## config.mk

```make
export PLATFORM = sky130hd
export DESIGN_NAME = fd_pipe_stage
export DESIGN_NICKNAME = d
export VERILOG_FILES = /design/src/rtl/fd_pipe_stage.sv
export SDC_FILE = /design/constraint.sdc
export NUM_CORES = 1
export LEC_CHECK = 0
export BUFFER_PORTS_ARGS = -buffer_cell sky130_fd_sc_hd__clkbuf_2
export CAP_MARGIN = 5
export CORE_ASPECT_RATIO = 1.75
export CORE_MARGIN = 2
export CORE_UTILIZATION = 55
export CTS_CLUSTER_DIAMETER = 100
export CTS_CLUSTER_SIZE = 8
export DETAILED_ROUTE_END_ITERATION = 7
export PLACE_DENSITY = 0.84
export SYNTH_ARGS = -nofsm -noshare
export SYNTH_HDL_FRONTEND = slang
export SYNTH_SLANG_ARGS = --single-unit
```

## constraint.sdc

```tcl
create_clock -name clk -period 6.55 [get_ports clk]
set_input_delay 1.965 -clock clk [delete_from_list [all_inputs] [get_ports clk]]
set_output_delay 1.965 -clock clk [all_outputs]
set_load 0.02 [all_outputs]
```

## src/rtl/fd_pipe_stage.sv

```systemverilog
// ============================================================================
// fd_pipe_stage
// ----------------------------------------------------------------------------
// Fetch->decode pipeline register with a valid/ready handshake. It carries an
// instruction word and its PC from fetch to decode.
//
// With SKID=1 the stage holds two entries: a main entry that drives the
// outputs, and a skid entry behind it. in_ready then depends only on a flop,
// so the fetch side never sees a combinational path from out_ready, and the
// stage still moves one word per cycle.
// With SKID=0 the stage holds a single entry. in_ready is combinational from
// out_ready, so a word can be replaced in the same cycle that it is consumed.
//
// flush squashes every held entry, for example on a branch or jump redirect.
// While the stage is empty it drives NOP_INST and a zero address.
//
// Parameters
//   INST_W    instruction word width
//   ADDR_W    instruction address width
//   SKID      1: main + skid entries, registered in_ready; 0: single entry
//   NOP_INST  value driven on out_inst while the stage is empty
//
// Ports
//   clk        in   1       clock; all state updates on posedge
//   rst        in   1       synchronous reset, active-high, overrides flush
//   flush      in   1       squash all held entries this cycle
//   in_valid   in   1       fetch presents a word
//   in_ready   out  1       stage can accept a word this cycle
//   in_inst    in   INST_W  fetched instruction
//   in_addr    in   ADDR_W  PC of the fetched instruction
//   out_valid  out  1       decode-side word is valid
//   out_ready  in   1       decode consumes the word this cycle
//   out_inst   out  INST_W  held instruction (NOP_INST when empty)
//   out_addr   out  ADDR_W  held PC (zero when empty)
//   occupancy  out  2       number of held entries (0..2, 0..1 when SKID=0)
// ============================================================================
module fd_pipe_stage #(
    parameter int unsigned        INST_W   = 32,
    parameter int unsigned        ADDR_W   = 32,
    parameter bit                 SKID     = 1'b1,
    parameter logic [INST_W-1:0]  NOP_INST = '0
) (
    input  logic              clk,
    input  logic              rst,
    input  logic              flush,
    input  logic              in_valid,
    output logic              in_ready,
    input  logic [INST_W-1:0] in_inst,
    input  logic [ADDR_W-1:0] in_addr,
    output logic              out_valid,
    input  logic              out_ready,
    output logic [INST_W-1:0] out_inst,
    output logic [ADDR_W-1:0] out_addr,
    output logic [1:0]        occupancy
);

    // ------------------------------------------------------------------------
    // State encoding. The state is the number of valid entries, so occupancy
    // can be read straight from it and no separate counter is needed.
    // ------------------------------------------------------------------------
    typedef enum logic [1:0] {
        ST_EMPTY = 2'd0,    // nothing held
        ST_ONE   = 2'd1,    // main entry valid
        ST_FULL  = 2'd2     // main and skid entries valid (SKID=1 only)
    } state_t;

    // Sources for the next value of the main entry.
    typedef enum logic [1:0] {
        MAIN_HOLD      = 2'd0,
        MAIN_FROM_IN   = 2'd1,
        MAIN_FROM_SKID = 2'd2,
        MAIN_CLEAR     = 2'd3
    } main_sel_t;

    state_t            state_q;
    state_t            state_d;
    main_sel_t         main_sel;
    logic              skid_load;

    logic [INST_W-1:0] main_inst_q;
    logic [ADDR_W-1:0] main_addr_q;
    logic [INST_W-1:0] skid_inst_q;
    logic [ADDR_W-1:0] skid_addr_q;

    logic              skid_valid;
    logic              accept;
    logic              emit;

    // ------------------------------------------------------------------------
    // Handshake decode
    // ------------------------------------------------------------------------
    assign out_valid  = (state_q != ST_EMPTY);
    // skid_valid is a decode of the state flop, so in_ready stays registered.
    assign skid_valid = (state_q == ST_FULL);
    assign accept     = in_valid & in_ready;
    assign emit       = out_valid & out_ready;

    generate
        if (SKID) begin : g_ready_skid
            // The skid entry absorbs the word that arrives in the same cycle
            // that decode stalls, so in_ready only has to look at the skid flop.
            assign in_ready = ~skid_valid & ~flush & ~rst;
        end else begin : g_ready_single
            // With one entry, a word can be accepted only if the current word
            // is leaving in this cycle or the stage is already empty.
            assign in_ready = (~out_valid | out_ready) & ~flush & ~rst;
        end
    endgenerate

    assign out_inst = main_inst_q;
    assign out_addr = main_addr_q;

    always_comb begin
        case (state_q)
            ST_ONE:  occupancy = 2'd1;
            ST_FULL: occupancy = 2'd2;
            default: occupancy = 2'd0;
        endcase
    end

    // ------------------------------------------------------------------------
    // Next-state and datapath steering
    // ------------------------------------------------------------------------
    always_comb begin
        // NOTE: every signal is given a default first, so no path through the
        // case statement can leave a signal unassigned and infer a latch.
        state_d   = state_q;
        main_sel  = MAIN_HOLD;
        skid_load = 1'b0;

        if (flush) begin
            // A word that decode takes in this cycle has already been consumed.
            // Every word still held, and any word presented now, is dropped.
            state_d  = ST_EMPTY;
            main_sel = MAIN_CLEAR;
        end else begin
            case (state_q)
                ST_EMPTY: begin
                    if (accept) begin
                        state_d  = ST_ONE;
                        main_sel = MAIN_FROM_IN;
                    end
                end
                ST_ONE: begin
                    if (accept && emit) begin
                        main_sel = MAIN_FROM_IN;
                    end else if (accept && SKID) begin
                        // Decode stalled: park the new word behind main so
                        // that FIFO order is preserved.
                        state_d   = ST_FULL;
                        skid_load = 1'b1;
                    end else if (emit) begin
                        state_d  = ST_EMPTY;
                        main_sel = MAIN_CLEAR;
                    end
                end
                ST_FULL: begin
                    // in_ready is low here, so the only way out is through emit.
                    if (emit) begin
                        state_d  = ST_ONE;
                        main_sel = MAIN_FROM_SKID;
                    end
                end
                default: begin
                    state_d  = ST_EMPTY;
                    main_sel = MAIN_CLEAR;
                end
            endcase
        end
    end

    // ------------------------------------------------------------------------
    // State and main entry. Reset is synchronous and takes priority over flush.
    // The main entry is reset because it drives out_inst/out_addr directly and
    // must show NOP_INST and a zero address while the stage is empty.
    // ------------------------------------------------------------------------
    always_ff @(posedge clk) begin
        // NOTE: sequential state uses non-blocking assignment only, so every
        // flop samples values from before the clock edge.
        if (rst) begin
            state_q     <= ST_EMPTY;
            main_inst_q <= NOP_INST;
            main_addr_q <= '0;
        end else begin
            state_q <= state_d;
            case (main_sel)
                MAIN_FROM_IN: begin
                    main_inst_q <= in_inst;
                    main_addr_q <= in_addr;
                end
                MAIN_FROM_SKID: begin
                    main_inst_q <= skid_inst_q;
                    main_addr_q <= skid_addr_q;
                end
                MAIN_CLEAR: begin
                    main_inst_q <= NOP_INST;
                    main_addr_q <= '0;
                end
                default: begin
                    main_inst_q <= main_inst_q;
                    main_addr_q <= main_addr_q;
                end
            endcase
        end
    end

    // ------------------------------------------------------------------------
    // Skid entry data.
    // ------------------------------------------------------------------------
    // NOTE: the skid payload has no reset. It is only read when the state is
    // ST_FULL, and the state itself is reset, so stale contents can never be
    // observed. Leaving it unreset saves reset routing to a wide register.
    always_ff @(posedge clk) begin
        if (skid_load) begin
            skid_inst_q <= in_inst;
            skid_addr_q <= in_addr;
        end
    end

endmodule
```

**Word-level counts from Yosys, hierarchy flattened**

Index checks and enable logic that the tools add are counted.

- Muxes and demuxes: 20
- Equal/unequal tests: 9
- Reductions and logical operators: 6
- Bitwise operators: 7

Operators by type and width:

| cell | count |
|---|---|
| $pmux 32 s3 | 2 |
| $mux 2 | 10 |
| $pmux 2 s3 | 2 |
| $eq 2x2->1 const B | 3 |
| $mux 1 | 5 |
| $and 1x1->1 | 4 |
| $eq 2x1->1 const B | 2 |
| $ne 2x2->1 const B | 2 |
| $pmux 2 s2 | 1 |
| $reduce_and 4->1 | 1 |
| $ne 3x3->1 const B | 1 |
| $not 1->1 | 3 |
| $reduce_bool 3->1 | 1 |
| $logic_not 2->1 | 1 |
| $ne 2x1->1 const B | 1 |
| $reduce_bool 2->1 | 1 |
| $reduce_or 2->1 | 1 |
| $logic_and 1x1->1 | 1 |

- Register bits after elaboration: 130
- Logic and storage cells: 47
- Output and inout bits: 68
- Input port bits: 69

**Longest topological paths before layout**

- Depth in word-level cells: 11
- Mapped depth: 7
- Gate-level depth less buffers: 4

**Least setup slack after synthesis**

OpenSTA, ideal clock, no wires.

- Kind: input -> output
- Start: in flush
- End: out in_ready
- Cell stages on the path: 2
- Path buffers: 0
- Setup slack: 2.077 ns
- Data arrival time: 2.508 ns
- Cells stage by stage: or2_4 > nor2_1

- Word-level cells in the longest chain between the ends: 3

Ends and longest elaborated chain:

| what | RTL line | RTL |
|---|---|---|
| start, declared | 45 | `input logic flush,` |
| $not 1->1 | 102 | `assign in_ready = ~skid_valid & ~flush & ~rst;` |
| $and 1x1->1 (2 in series) | 102 |  |
| end, declared | 47 | `output logic in_ready,` |

Every way passes these cells.

**Final worst setup path**

Ends and elaborated chain as after synthesis.

==> flow_metrics.py <==
metrics = {
    "worst_setup_path": {
        "path_cells": "clkbuf_2, or2_4, nor2_1, clkbuf_2",
        "cp-start-kind": "primary input",
        "cp_max_fo": 3,
        "path_class": "primary input to output port",
        "cp_common_cell": "clkbuf_2",
        "crit_path_end_kind": "output port",
        "critPathArrivalTime_ns": 2.61,
        "cp_slowest_cell": "or2_4",
        "max_stage_delay_ns": 0.27,
        "path_buf_inv": 2,
        "critical_path_required_ns": 4.59,
        "critical_path.top_delay_family": "simple AND/OR/NAND/NOR gates",
        "reg2reg_depth": 3,
        "cp.depth": 4,
    },
    "timing": {
        "worstMarginPinSlew_ns": 1.154,
        "whs_ns": 0.5160,
        "clock_skew_ns": 0.008170,
        "fmax_mhz": 218.6,
        "slew_viol_final": 0,
        "finalCritPeriodShare": 0.6983,
        "timing.setup.tns_ns": 0,
        "rsz0062_at_grt": "no",
        "slew_headroom": 0.2306,
        "period_needed_ns": 4.574,
        "setup_violations": 0,
        "setup_ws_ns": 1.976,
        "hold_violations": 0,
    },
    "synthesis": {
        "ys_ff_latch": 130,
        "avgSynthCellArea_um2": 13.34,
        "synth_cell_type_count": 23,
        "syn-instance-count": 367,
        "ys_top_cells_by_area": "edfxtp_1, dfxtp_1, mux2i_1",
        "synth_nets": 436,
        "yosys_warnings": 0,
        "synth_top_cell_by_area": "edfxtp_1",
        "synth_compound_area_frac": 0.08229,
        "synthDominantCellAreaShare": 0.3925,
        "synth-simple-area-share": 0.07258,
        "muxShareOfSynthArea": 0.1329,
        "synth_top_family_by_area": "multiplexers",
        "syn_area_mm2": 0.004896,
        "synthXorXnorAreaFrac": 0,
        "synthAdderAreaFrac": 0,
        "yosysSeqAreaShare": 0.6624,
    },
    "layout": {
        "synthToLayoutAreaGrowth_pct": 24.43,
        "nets": 575,
        "mostFrequentLayoutCells": "clkbuf_2, dfxtp_1, mux2i_1, nand2_1, edfxtp_1",
        "n_antenna_cell": 0,
        "multi_input_area_mm2": 0.001421,
        "layout_commonest_cell": "clkbuf_2",
        "layoutNonFillerInstCount": 636,
        "n_fill_cell": 672,
        "regArea_mm2": 0.003243,
        "layout-drive-gt1-share": 0.3584,
    },
    "floorplanning": {
        "num_rows": 45,
        "core-area_mm2": 0.008671,
        "die_h_um": 128.8,
        "pin_count": 137,
        "start_util": 0.5646,
        "fp.dieArea_mm2": 0.009702,
        "die_x_um": 75.32,
    },
    "detailed_routing": {
        "drt-initial-drc-count": 183,
        "drt-vias-per-instance": 5.142,
        "drt.antenna.violating_nets": 0,
        "drc_errors": 0,
        "firstDrtPassIters": 4,
        "routedWlPerCell_um": 15.63,
        "vias": 3270,
        "wirelength_mm": 9.939,
    },
    "grt": {
        "grt_overflow": 0,
        "antenna_found_initial": 0,
        "grt_max_degree": 65,
        "track_usage": 0.2168,
        "grt_pass1_vias": 3396,
        "grt_first_pass_wirelength_mm": 15.65,
    },
    "placement": {
        "place_ws_ns": 1.975,
        "place.gp.congestion": 0.7354,
        "port_buffers": 136,
        "dpl.hpwl_mm": 6.310,
        "dp.cells": 604,
    },
    "power_and_ir_drop": {
        "ir_drop_uv": 229.0,
        "p_leak_nw": 2.617,
        "pwr_density_cell_mw_per_mm2": 315.7,
    },
    "run_status": {
        "status": "finished clean",
    },
    "clock_tree": {
        "postCtsSetupBuffers": 0,
        "cts.htree.levels": 4,
        "cts_tree": "yes",
        "cts.sinks": 130,
        "insertion_delay_ns": 0.40,
        "clk_pin_slew_ns": 0.05,
        "postCtsHoldBufs": 0,
        "cts.repair.resized": 0,
        "cts.path.max_buffers": 2,
        "cts_buffers": 17,
        "root_buffer": "clkbuf_16",
    },
    "min_path": {
        "hold_depth": 2,
        "hp-class": "flip-flop to flip-flop",
    },
    "run": {
        "drv_cap": 0,
    },
}
## final timing paths
check | startpoint | to | slack, ns
max | flush | in_ready | 1.98
min | skid_inst_q[7] | out_inst[7] | 0.52
max reg2reg | state_q[0] | skid_inst_q[30] | 4.17
min reg2reg | skid_inst_q[7] | out_inst[7] | 0.52
## final cells by class
type	instances	area share
Sequential cell	130	0.5323
Multi-Input combinational cell	217	0.2333
Timing Repair Buffer	140	0.1167
Clock buffer	20	0.07496
Tap cell	117	0.02403
Clock inverter	12	0.01869
## flip-flops by register name (all words and copies together) (netlist names)
register     flops
out_addr        32
out_inst        32
skid_addr_q     32
state_q          2
skid_inst_q     32
## cell usage after synthesis, drive strengths merged
master  instances
o21ai          67
dfxtp          66
mux2i          65
nand2          65
edfxtp         64
buf            20
nor2            4
nor2b           4
a21oi           3
nor3            2
or2             2
and2b           1
and3            1
nand2b          1
nor3b           1
o21a            1
## metal layers
metal	vias up	global-route usage	part of all wire
li1	1583	-	-
met3	25	0.06343	0.054
met1	1544	0.2500	0.39
met5	-	0	0
met2	118	0.3519	0.53
met4	0	0.1207	0.028
## tightest hold or removal path: cells and delay by family, from the launching register on
family / cells / cell delay [ns]
flops: 1 / 0.31
compound gates: 1 / 0.10
mux: 1 / 0.07
## report_power, final
part / switching (mW) / internal, mW
Sequential: 0.0112 / 0.874
Clock: 0.321 / 0.573
Combinational: 0.0866 / 0.0574
Total: 0.419 / 1.50
## through the flow
step | cell area, um^2 | utilization | total power, mW
after floorplan | 4896 | - | 0.9972
after global placement | 5522 | 0.6368 | 1.041
after detailed placement | 5522 | 0.6368 | 1.046
after CTS | 6092 | 0.7026 | 1.939
after global routing | 6092 | 0.7026 | 1.989
final | 6092 | 0.7026 | 1.923
## logic make-up after synthesis
family,Yosys count
flip-flops,130
AND/OR/NAND/NOR,81
AO/OA/AOI/OAI,71
multiplexers,65
buffers and inverters,20
No activity file was read; power rests on OpenSTA's default activity.
